### src/rtl/instruction_fetch_unit.sv
// Single-issue, non-pipelined fetch sequencer: owns the PC, fetches over req/ack, resolves redirects.
// Optional fetch watchdog with sticky ERROR state is enabled by defining IFU_WATCHDOG_EN.
module instruction_fetch_unit #(
  parameter logic [31:0] RESET_PC       = 32'h0040_0000,
  parameter int unsigned TIMEOUT_CYCLES = 16
) (
  input  logic        clk,
  input  logic        reset,
  output logic        imem_req,
  output logic [31:0] imem_addr,
  input  logic        imem_ack,
  input  logic [31:0] imem_rdata,
  output logic [31:0] instr,
  output logic [5:0]  op,
  output logic        instr_valid,
  input  logic        exec_done,
  input  logic        branch_eq,
  input  logic        branch_ne,
  input  logic        zero,
  input  logic        jump,
  input  logic        jal,
  input  logic        jr,
  input  logic [31:0] jr_target,
  output logic [31:0] pc,
  output logic [31:0] pc_plus4,
  output logic        fetch_error
);

`ifdef IFU_WATCHDOG_EN
  typedef enum logic [1:0] {IDLE, FETCH, ISSUE, ERROR} state_t;
`else
  typedef enum logic [1:0] {IDLE, FETCH, ISSUE} state_t;
`endif

  state_t      state, state_nx;
  logic [31:0] next_pc;
  logic        taken;

  assign imem_addr   = pc;
  assign pc_plus4    = pc + 32'd4;
  assign op          = instr[31:26];
  assign imem_req    = (state == FETCH);
  assign instr_valid = (state == ISSUE);

`ifdef IFU_WATCHDOG_EN
  localparam int unsigned CW = (TIMEOUT_CYCLES > 1) ? $clog2(TIMEOUT_CYCLES) : 1;

  logic [CW-1:0] wait_cnt;
  logic          timeout;

  // Counter sits at zero outside FETCH, so it is already cleared on entry.
  assign timeout     = (wait_cnt == CW'(TIMEOUT_CYCLES - 1));
  assign fetch_error = (state == ERROR);

  always_ff @(posedge clk) begin
    if (reset || state != FETCH)
      wait_cnt <= '0;
    else if (!imem_ack && !timeout)
      wait_cnt <= wait_cnt + 1'b1;
  end
`else
  assign fetch_error = 1'b0;
`endif

  always_comb begin
    state_nx = state;
    case (state)
      IDLE:  state_nx = FETCH;
      FETCH: begin
        if (imem_ack)
          state_nx = ISSUE;
`ifdef IFU_WATCHDOG_EN
        else if (timeout)
          state_nx = ERROR;
`endif
      end
      ISSUE: if (exec_done) state_nx = FETCH;
      default: state_nx = state;
    endcase
  end

  always_comb begin
    taken = (branch_eq & zero) | (branch_ne & ~zero);
    if (jr)
      next_pc = {jr_target[31:2], 2'b00};
    else if (jump | jal)
      next_pc = {pc_plus4[31:28], instr[25:0], 2'b00};
    else if (taken)
      next_pc = pc_plus4 + {{14{instr[15]}}, instr[15:0], 2'b00};
    else
      next_pc = pc_plus4;
  end

  always_ff @(posedge clk) begin
    if (reset) begin
      state <= IDLE;
      pc    <= RESET_PC;
      instr <= '0;
    end else begin
      state <= state_nx;
      if (state == FETCH && imem_ack)
        instr <= imem_rdata;
      if (state == ISSUE && exec_done)
        pc <= next_pc;
    end
  end

endmodule

### config.mk
export PLATFORM = sky130hd
export DESIGN_NAME = instruction_fetch_unit
export DESIGN_NICKNAME = d
export VERILOG_FILES = /design/src/rtl/instruction_fetch_unit.sv
export SDC_FILE = /design/constraint.sdc
export NUM_CORES = 1
export LEC_CHECK = 0
export CORE_ASPECT_RATIO = 1.4
export CORE_UTILIZATION = 31
export DETAILED_ROUTE_END_ITERATION = 16
export GPL_TIMING_DRIVEN = 0
export PLACE_DENSITY_LB_ADDON = 0.08
export SYNTH_ARGS = -nofsm -noshare
export SYNTH_HDL_FRONTEND = slang
export SYNTH_SLANG_ARGS = --single-unit
### constraint.sdc
create_clock -name clk -period 8.8 [get_ports clk]
set_input_delay 2.2 -clock clk [delete_from_list [all_inputs] [get_ports clk]]
set_output_delay 2.2 -clock clk [all_outputs]
set_load 0.005 [all_outputs]
=== Word-level counts from Yosys, hierarchy flattened ===
Index checks and enable logic that the tools add are counted.
W data, S select, Z words.

* Flip-flop bits (word level): 66
* Latch bits: 0
* RAM bits: 0
* Bits in read-only memories: 0
* Memories: 0

* Add/subtract/negate cells: 2
* Multiply operators: 0
* Divide/modulo/power cells: 0
* $lt $le $gt $ge: 0
* Equal/unequal tests: 4
* Shifts and indexed selects: 0
* Multiplexer cells: 6
* Bitwise gates (word level): 5
* Reduce and logical (&&, ||, !) cells: 5

{| class="wikitable"
|+ Operator list
! operator !! count
|-
| $mux W32 || 3
|-
| $add A32 B3 Y32 const B || 1
|-
| $add A32 B32 Y32 || 1
|-
| $pmux W2 S3 || 1
|-
| $mux W2 || 2
|-
| $ne A2 B1 Y1 const B || 2
|-
| $reduce_and A3 Y1 || 1
|-
| $reduce_bool A3 Y1 || 1
|-
| $and A1 B1 Y1 || 2
|-
| $eq A2 B1 Y1 const B || 1
|-
| $eq A2 B2 Y1 const B || 1
|-
| $logic_and A1 B1 Y1 || 2
|-
| $logic_not A2 Y1 || 1
|-
| $or A1 B1 Y1 || 2
|-
| $not A1 Y1 || 1
|}

=== Logic depth before layout (Yosys ltp) ===
Gate-level depths: netlist (run 1).

* Depth after elaboration: 6
* Depth in mapped cells: 17
* Depth with buffers taken out: 16

=== Least setup slack after synthesis (run 1) ===
OpenSTA, ideal clock, no wires.

* Path type: register to output
* Start: register pc[11] (netlist: imem_addr[11])
* End: output pc_plus4[31]
* Arrival: 1817 ps
* Slack: 4783 ps
* Cell stages (with the launch flop): 6
* Buffers on the path: 0
* Cells stage by stage: dfxtp_1 -> and4_1 -> nand2_1 -> or4_4 -> nor3_4 -> xor2_2

* Longest elaborated chain between the ends: 1

{| class="wikitable"
|+ Ends and longest elaborated chain
! what !! line !! RTL
|-
| from (decl) || 24 || <nowiki>output logic [31:0] pc,</nowiki>
|-
| from (signal assigned) || 104 || <nowiki>pc <= next_pc;</nowiki>
|-
| $add A32 B3 Y32 || 40 || <nowiki>assign pc_plus4 = pc + 32'd4;</nowiki>
|-
| to (decl) || 25 || <nowiki>output logic [31:0] pc_plus4,</nowiki>
|}

Every way passes these cells.

=== Final worst setup path (run 1) ===
* Start: register pc[13] (netlist: imem_addr[13])
* End: output pc_plus4[30]

The elaborated chain is that of the path after synthesis.

==> results of run 1 <==
final timing paths:
check                        startpoint                          to  slack [ps]  cells past startpoint
max reg2reg   imem_addr[2]$_SDFFE_PP0P_  imem_addr[31]$_SDFFE_PP0P_        4140                     16
min reg2reg      instr[30]$_SDFFE_PP0P_      instr[30]$_SDFFE_PP0P_         470                      2
max          imem_addr[13]$_SDFFE_PP0P_                pc_plus4[30]        3310                      6
min              instr[30]$_SDFFE_PP0P_      instr[30]$_SDFFE_PP0P_         470                      2
worst max-delay path, delay by kind of cell (launching register included):
family	cells	cell delay (ps)
XOR/XNOR	1	230
buffers and inverters	1	540
flip-flops	1	490
AND/OR/NAND/NOR	4	1670
through the flow:
step	util (%)	setup slack (ps)	total power, mW
3_5_place_dp	45.15	3687	0.5399
4_1_cts	46.71	3304	0.8866
2_1_floorplan	-	4784	0.4225
5_1_grt	46.71	3199	0.9164
3_3_place_gp	45.15	3682	0.5395
6_report	46.71	3312	0.8817
layout make-up:
class	count	area [um^2]
fillers	1888	9273
multi-input cells	618	3759
repair buffers	201	2012
flip-flops and latches	64	1281
plain buffers	82	471.7
well taps	236	295.3
clock buffers	9	225.2
clock inverters	7	47.55
inverters	10	37.54
layout by cell type, fill, tap and decap left out, drive strengths merged, types with 3 or more instances in the layout:
cell type	instances
o21bai	5
a221oi	8
a21oi	86
o21ai	45
a21o	14
nor2	66
o211ai	11
o21a	3
o41ai	4
a31oi	4
clkbuf	45
clkdlybuf4s50	201
inv	11
nor3	13
nand3	23
and3	11
a311oi	9
nand2	136
xnor2	29
o31ai	4
nand4	12
nor2b	5
o22ai	6
dfxtp	64
and4	4
or3	6
a211oi	13
clkinv	4
and2	4
buf	46
conb	7
ha	36
xor2	25
kinds of logic after synthesis:
group           count (synthesis)
fa+ha+maj                      37
buf+inv                        92
other cells                     1
compound gates                229
flops                          64
mux                             3
xor+xnor                       54
simple gates                  288
registers in the layout (all words and copies together) (netlist names):
name and cells:
instr 32, state 2, imem_addr 30
routing by layer:
layer  track usage (%)  vias up  routed length [um]
met5                 0        -                   0
met3             4.250       48                1590
li1                  -     3147                   -
met1             31.32     2951                9540
met2             45.81      254               11830
met4             12.57        0                 963
power groups by stage:
stage | registers, mW | logic (mW) | clock network, mW
after floorplan | 0.322 | 0.100 | 0
after global placement | 0.328 | 0.212 | 0
after detailed placement | 0.328 | 0.212 | 0
after CTS | 0.321 | 0.213 | 0.352
after global routing | 0.323 | 0.232 | 0.361
final | 0.321 | 0.213 | 0.347
==> flow_summary.ini, run 1 <==
[status]
status = completed

[place]
io_buffers = 201
hpwl_um = 18670
placed_cell_area_um2 = 7856
placed_cells = 1211
gp_congestion = 0.9317

[sta]
setup_viol = 0
rsz0062_at_grt = no
fin_crit_sh_pct = 62.36
hold_viol = 0
worst_clock_skew_ps = 6.777
tns_ps = 0
fmax_mhz = 182.2
min_period_ps = 5488
worst_slew_pin_slew_ps = 1168
timing.hold.ws_ps = 474.4
slew_violations = 0
maxSlewHeadroom_pct = 22.03

[power]
power.leakage_nw = 3.119
p_clk_share_pct = 39.4
power_frac_seq_pct = 36.5
p_switching_mw = 0.2804
switching_share_pct = 31.81
intPower_mw = 0.6012
worst_ir_drop_vdd_mv = 0.05836
p_comb_share_pct = 24.2
p_per_area_nw_per_um2 = 108.5

[worst_setup_path]
endpoint_kind = output port
path_cells = and4_1 > nand2_1 > or3_1 > nor4_1 > xnor2_1 > clkdlybuf4s50_1
required_ps = 6600
arrival_ps = 3290
critPathMaxStageDelay_ps = 640
slowest_stage = nor4_1
crit_type = flip-flop to output port
start_kind = flip-flop
path_max_fanout = 7

[clock_network]
cts_root_buffer = clkbuf_16
cts_resized = 0
cts_buffer_depth = 2
h-tree-depth = 3
clk_pin_slew_ps = 60
cts_setup_buffers = 0
cts-hold-fix-buffers = 0
cts_tree = yes
cts_sinks = 64
numCtsBuffers = 9
insertion_delay_ps = 350

[drt]
firstDrtPassIters = 5
wl_um = 23920
final_antenna_net_count = 0
vias = 6400
viasPerCell = 5.216
routedWlPerCell_um = 19.49
drc = 0
drt-initial-drc-count = 376

[global_routing]
antenna_found_initial = 0
grt_usage_pct = 26.45
grt_max_degree = 27
grt_pass1_wl_um = 35980
overflow = 0
grt_pass1_vias = 6248

[synthesis]
muxShareOfSynthArea_pct = 0.5660
yosysTopAreaCell = dfxtp_1
netlist_top_cells_area = dfxtp_1 23%, nand2_1 9.2%, ha_1 8.2%
synthCells = 768
synth_compound_area_share_pct = 26.22
ys_types = 65
synth_edf_count = 0
synthXorXnorAreaFrac_pct = 8.694
yosys.area_share.simple_pct = 23.55
yosys_warnings = 0
ys_seq_elements = 64
async_flop_share_pct = 0
synth.most_common_cell = nand2_1
avgSynthCellArea_um2 = 7.196
synth_top_area_share_pct = 23.18
netlist_top_cells_count = 136 x nand2_1, 85 x a21oi_1, 66 x nor2_1
synth_top_family_by_area = compound AO/OA/AOI/OAI gates
ys.flop_type = dfxtp_1
synth.yosys.seq_area_share_pct = 23.18
syn_area_um2 = 5527
synthAdderAreaFrac_pct = 8.513

[floorplan]
fp.coreArea_um2 = 17400
die_h_um = 160.0
initial_core_util_pct = 31.76
die-area_um2 = 18370
die_w_um = 114.8
rows = 57
ioPinCount = 211

[layout]
drive_gt1_share_pct = 7.669
fin_cells = 1227
diodes = 0
area_growth_pct = 47.09
fin_nets = 1097
postLayoutCellArea_um2 = 8129

[worst_hold_path]
hp-class = flip-flop to flip-flop

[run]
cap_violations = 0
(Power assumes the default switching activity.)
==> inputs of run 2 (changes only) <==
==> constraint.sdc (replaced) <==
create_clock -name clk -period 4.7 [get_ports clk]
set_input_delay 1.175 -clock clk [delete_from_list [all_inputs] [get_ports clk]]
set_output_delay 1.175 -clock clk [all_outputs]
set_load 0.005 [all_outputs]
==> run 2 against run 1 <==
Net effect:
- register-to-register slack lost 3900 ps
- sequential share of layout area is essentially flat
- clock power grew 88%
- sequential power grew 88%
- global-route usage is the same
- wire length is essentially flat
- non-clock buffer count is the same
- worst setup slack lost 3100 ps
- count of clock-buffer cells in the layout is the same
- die area is the same
==> flow_summary.ini, run 2 (synthesized netlist as in run 1, its figures left out) <==
[status]
status = completed

[place]
hpwl_um = 18670
gp_congestion = 0.9317
io_buffers = 201

[layout]
final_util_pct = 46.79
fin_nets = 1097
mostFrequentLayoutCell = clkdlybuf4s50_1
regMostFlops = instr
diodes = 0
area_growth_pct = 47.32
drive_gt1_share_pct = 7.871
largest_reg_flops = 32
final_cell_mix = 201 x clkdlybuf4s50_1, 136 x nand2_1, 85 x a21oi_1

[worst_setup_path]
crit_type = flip-flop to output port
start_kind = flip-flop
path_cells = and4_1 > nand2_1 > or3_1 > nor4_1 > xnor2_1 > clkdlybuf4s50_1
critPathMaxStageDelay_ps = 640
rr_worst_depth = 16
rrSetupSlack_ps = 220
rr_endpoint = imem_addr[31]$_SDFFE_PP0P_
reg2reg_from = imem_addr[2]$_SDFFE_PP0P_
endpoint_kind = output port
path_max_fanout = 7
arrival_ps = 3310
critical_path.top_delay_family = simple AND/OR/NAND/NOR gates
required_ps = 3520
slowest_stage = nor4_1
cp.buffers_inverters = 1
crit_start = imem_addr[13]$_SDFFE_PP0P_

[sta]
worst_slew_pin_slew_ps = 1163
fmax_mhz = 223.0
rsz0062_at_grt = no
maxSlewHeadroom_pct = 22.38
slew_violations = 0
worst_clock_skew_ps = 6.830
min_period_ps = 4485
hold_viol = 0
setup_viol = 0
fin_crit_sh_pct = 95.42
tns_ps = 0

[clock_network]
cts_root_buffer = clkbuf_16
clk_pin_slew_ps = 60
cts_buffer_depth = 2
cts_sinks = 64
h-tree-depth = 3
insertion_delay_ps = 350
cts_setup_buffers = 0
cts_tree = yes
numCtsBuffers = 9

[run]
cap_violations = 0

[global_routing]
grt_usage_pct = 26.45
grt_pass1_wl_um = 35980
grt_max_degree = 27
antenna_found_initial = 0
grt_pass1_vias = 6248
overflow = 0

[floorplan]
die_h_um = 160.0
rows = 57
die-area_um2 = 18370
fp.coreArea_um2 = 17400
ioPinCount = 211
initial_core_util_pct = 31.76
die_w_um = 114.8

[power]
power.leakage_nw = 3.121
worst_ir_drop_vdd_mv = 0.1093
p_per_area_nw_per_um2 = 202.9

[worst_hold_path]
hp-class = flip-flop to flip-flop
hold_depth = 2
holdCritStartpoint = instr[30]$_SDFFE_PP0P_
min_to = instr[30]$_SDFFE_PP0P_

[drt]
drc = 0
routedWlPerCell_um = 19.51
final_antenna_net_count = 0
wl_um = 23940
vias = 6423
viasPerCell = 5.235
firstDrtPassIters = 6
drt-initial-drc-count = 381
[run 2: worst min-delay path: cells and delay by family, from the launching register on]
kind             cells  cell delay, ps
AO/OA/AOI/OAI        1              50
flip-flops           1             320
AND/OR/NAND/NOR      1              50
[run 2: through the flow]
step	worst slack, ps	instances	hold slack, ps	power, mW	area, um^2
after global placement	192.0	1211	463.6	1.010	7856
after floorplan	1095	774	454.9	0.7910	5549
after detailed placement	167.9	1211	469.5	1.011	7856
after CTS	144.8	1227	481.2	1.660	8129
final	215.3	1227	474.4	1.652	8142
after global routing	5.553	1227	498.0	1.716	8142
[run 2: metal layers]
metal / vias to the layer above / share of wire [%] / track usage, %
li1: 3144 / - / -
met1: 2970 / 40 / 31.32
met2: 261 / 49 / 45.81
met3: 48 / 6.4 / 4.250
met4: 0 / 4.1 / 12.57
met5: - / 0 / 0
[run 2: worst max-delay path by stage]
stage / to / cells past startpoint
after CTS: imem_addr[31]$_SDFFE_PP0P_ / 16
after global placement: imem_addr[31]$_SDFFE_PP0P_ / 16
after global routing: imem_addr[31]$_SDFFE_PP0P_ / 16
after detailed placement: imem_addr[31]$_SDFFE_PP0P_ / 16
final: pc_plus4[30] / 6
after floorplan: imem_addr[29]$_SDFFE_PP0P_ / 17
[run 2: timing repair]
action	CTS	global route
setup endpoints to repair	0	4
gates resized for setup	0	2
hold buffers	0	0
[run 2: report_power, final]
part / leakage [nW] / total, mW / internal, mW / switching [mW]
Combinational: 2.47 / 0.399 / 0.204 / 0.196
Clock: 0.132 / 0.651 / 0.357 / 0.294
Sequential: 0.520 / 0.602 / 0.565 / 0.0368
[run 2: cell type report]
type                            count  area (um^2)
Sequential cell                    64         1281
Fill cell                        1887         9260
Timing Repair Buffer              201         2012
Clock inverter                      7        47.55
Clock buffer                        9        225.2
Multi-Input combinational cell    618         3771
Inverter                           10        37.54
Buffer                             82        471.7
Tap cell                          236        295.3
==> inputs of run 3 (changes only) <==
--- a/config.mk
+++ b/config.mk
@@ -6,7 +6,7 @@
 export NUM_CORES = 1
 export LEC_CHECK = 0
 export CORE_ASPECT_RATIO = 1.4
-export CORE_UTILIZATION = 31
+export CORE_UTILIZATION = 41
 export DETAILED_ROUTE_END_ITERATION = 16
 export GPL_TIMING_DRIVEN = 0
 export PLACE_DENSITY_LB_ADDON = 0.08
==> run 3 against run 2 <==
Net effect:
- clock skew is 3.4 ps higher
- first-iteration DRC count is 15% higher
- wire length is 7.9% lower
- clock power is 18% higher
- worst setup slack better by 110 ps
- critical path type is now flip-flop to flip-flop
- largest power group unchanged
- global-route usage is 4.9 points higher
- via count is 1.5% higher
- total power is 7.1% higher
- count of clock-buffer cells in the layout is 3 higher
==> flow_summary.ini, run 3 (synthesized netlist as in run 1, its figures left out) <==
[sta]
hold_viol = 0
maxSlewHeadroom_pct = 26.74
worst_slew_pin_slew_ps = 1097
worst_clock_skew_ps = 10.27
rsz0062_at_grt = no
min_period_ps = 4377
worst_slack_ps = 322.8
fin_crit_sh_pct = 93.13
fmax_mhz = 228.5
slew_violations = 0
setup_viol = 0
tns_ps = 0

[drt]
drt-initial-drc-count = 437
wl_um = 22060
viasPerCell = 5.575
firstDrtPassIters = 5
routedWlPerCell_um = 18.87
final_antenna_net_count = 0
vias = 6517
drc = 0

[worst_setup_path]
crit_start = imem_addr[3]$_SDFFE_PP0P_
crit_type = flip-flop to flip-flop
critPathMaxStageDelay_ps = 460
rrSetupSlack_ps = 320
endpoint_kind = flip-flop
rr_endpoint = imem_addr[31]$_SDFFE_PP0P_
endpoint = imem_addr[31]$_SDFFE_PP0P_
arrival_ps = 4600
rr_worst_depth = 16
start_kind = flip-flop
path_cells = ha_1 > and3_1 > nand3_1 > nor3_2 > and3_1 > xor2_1 > ha_1 > clkbuf_1 > a21o_1 > a31oi_1 > o2111ai_1 > nor2_1 > o31ai_1 > or4_1 > o211ai_1 > nor2_1
reg2reg_from = imem_addr[3]$_SDFFE_PP0P_
required_ps = 4930
slowest_stage = dfxtp_1
path_max_fanout = 8

[layout]
diodes = 0
drive_gt1_share_pct = 7.972
fillers = 1268
final_cell_mix = 201 x clkdlybuf4s50_1, 136 x nand2_1, 85 x a21oi_1
fin_nets = 1097
mostFrequentLayoutCell = clkdlybuf4s50_1
area_growth_pct = 47.32
largest_reg_flops = 32
regMostFlops = instr

[clock_network]
insertion_delay_ps = 330
numCtsBuffers = 9
cts_sinks = 64
cts_tree = yes
cts_buffer_depth = 2
cts_setup_buffers = 0
cts-hold-fix-buffers = 0
h-tree-depth = 3
cts_root_buffer = clkbuf_16
clk_pin_slew_ps = 60

[global_routing]
use_met2_pct = 54.87
grt_usage_pct = 31.38
grt_pass1_vias = 6117
antenna_found_initial = 1
met3_usage_pct = 4.771
grtUsageMet1_pct = 37.51
grt_max_degree = 27
overflow = 0
grt_pass1_wl_um = 33510
grt-busiest-layer = met2

[place]
gp_congestion = 0.9498
place_ws_ps = 248.2
io_buffers = 201
hpwl_um = 17130

[worst_hold_path]
hp-class = flip-flop to flip-flop

[floorplan]
rows = 49
die_h_um = 139.4
initial_core_util_pct = 42.52
ioPinCount = 211
die-area_um2 = 13950
fp.coreArea_um2 = 13000
die_w_um = 100.1

[power]
p_per_area_nw_per_um2 = 217.3
worst_ir_drop_vdd_mv = 0.2044
power.leakage_nw = 3.169
power.total_mw = 1.769

[status]
status = completed

[run]
cap_violations = 0
## run 3: power breakdown
group / switching, mW / internal [mW] / total (mW) / leakage (nW)
logic: 0.195 / 0.204 / 0.399 / 2.48
registers: 0.0361 / 0.565 / 0.602 / 0.520
clock network: 0.260 / 0.509 / 0.769 / 0.169
total: 0.491 / 1.28 / 1.77 / 3.17
## run 3: worst min-delay path by stage
stage	to	slack, ps	startpoint	cells past startpoint
6_report	instr[28]$_SDFFE_PP0P_	470	instr[28]$_SDFFE_PP0P_	2
5_1_grt	instr[30]$_SDFFE_PP0P_	500	instr[30]$_SDFFE_PP0P_	2
4_1_cts	instr[31]$_SDFFE_PP0P_	480	instr[31]$_SDFFE_PP0P_	2
3_5_place_dp	instr[31]$_SDFFE_PP0P_	470	instr[31]$_SDFFE_PP0P_	2
3_3_place_gp	instr[17]$_SDFFE_PP0P_	450	instr[17]$_SDFFE_PP0P_	2
2_1_floorplan	state[1]$_SDFFE_PP0P_	450	state[1]$_SDFFE_PP0P_	2
## run 3: through the flow
stage	utilization, %	cell area (um^2)	hold WS, ps	cells
5_1_grt	62.64	8142	495.9	1169
6_report	62.64	8142	473.9	1169
4_1_cts	62.50	8124	475.5	1169
3_5_place_dp	59.89	7784	465.3	1153
3_3_place_gp	59.89	7784	451.7	1153
2_1_floorplan	-	5549	454.9	774
## run 3: cell type report
cell class	instances	area, um^2	area share [%]
Timing Repair Buffer	201	2012	24.71
Clock inverter	4	73.82	0.9067
Inverter	10	37.54	0.4610
Sequential cell	64	1281	15.74
Tap cell	178	222.7	2.736
Buffer	82	471.7	5.794
Multi-Input combinational cell	618	3776	46.38
Clock buffer	12	266.5	3.273
## run 3: routing by layer
metal  vias up  wire length [um]
li1       3147                 -
met1      2972              8612
met2       330             11100
met3        66              1508
met4         2               833
met5         -                 9
## run 3: repair_timing
action                                  in CTS  in global routing
endpoints found under the setup margin       0                  2
resized for setup                            0                  3
endpoints found under the hold margin        0                  0
## run 3: critical path, delay by kind of cell (launching register included)
family | cells | cell delay, ps
fa+ha+maj | 2 | 550
buf+inv | 1 | 200
simple gates | 7 | 1770
compound gates | 5 | 980
flops | 1 | 460
xor+xnor | 1 | 290
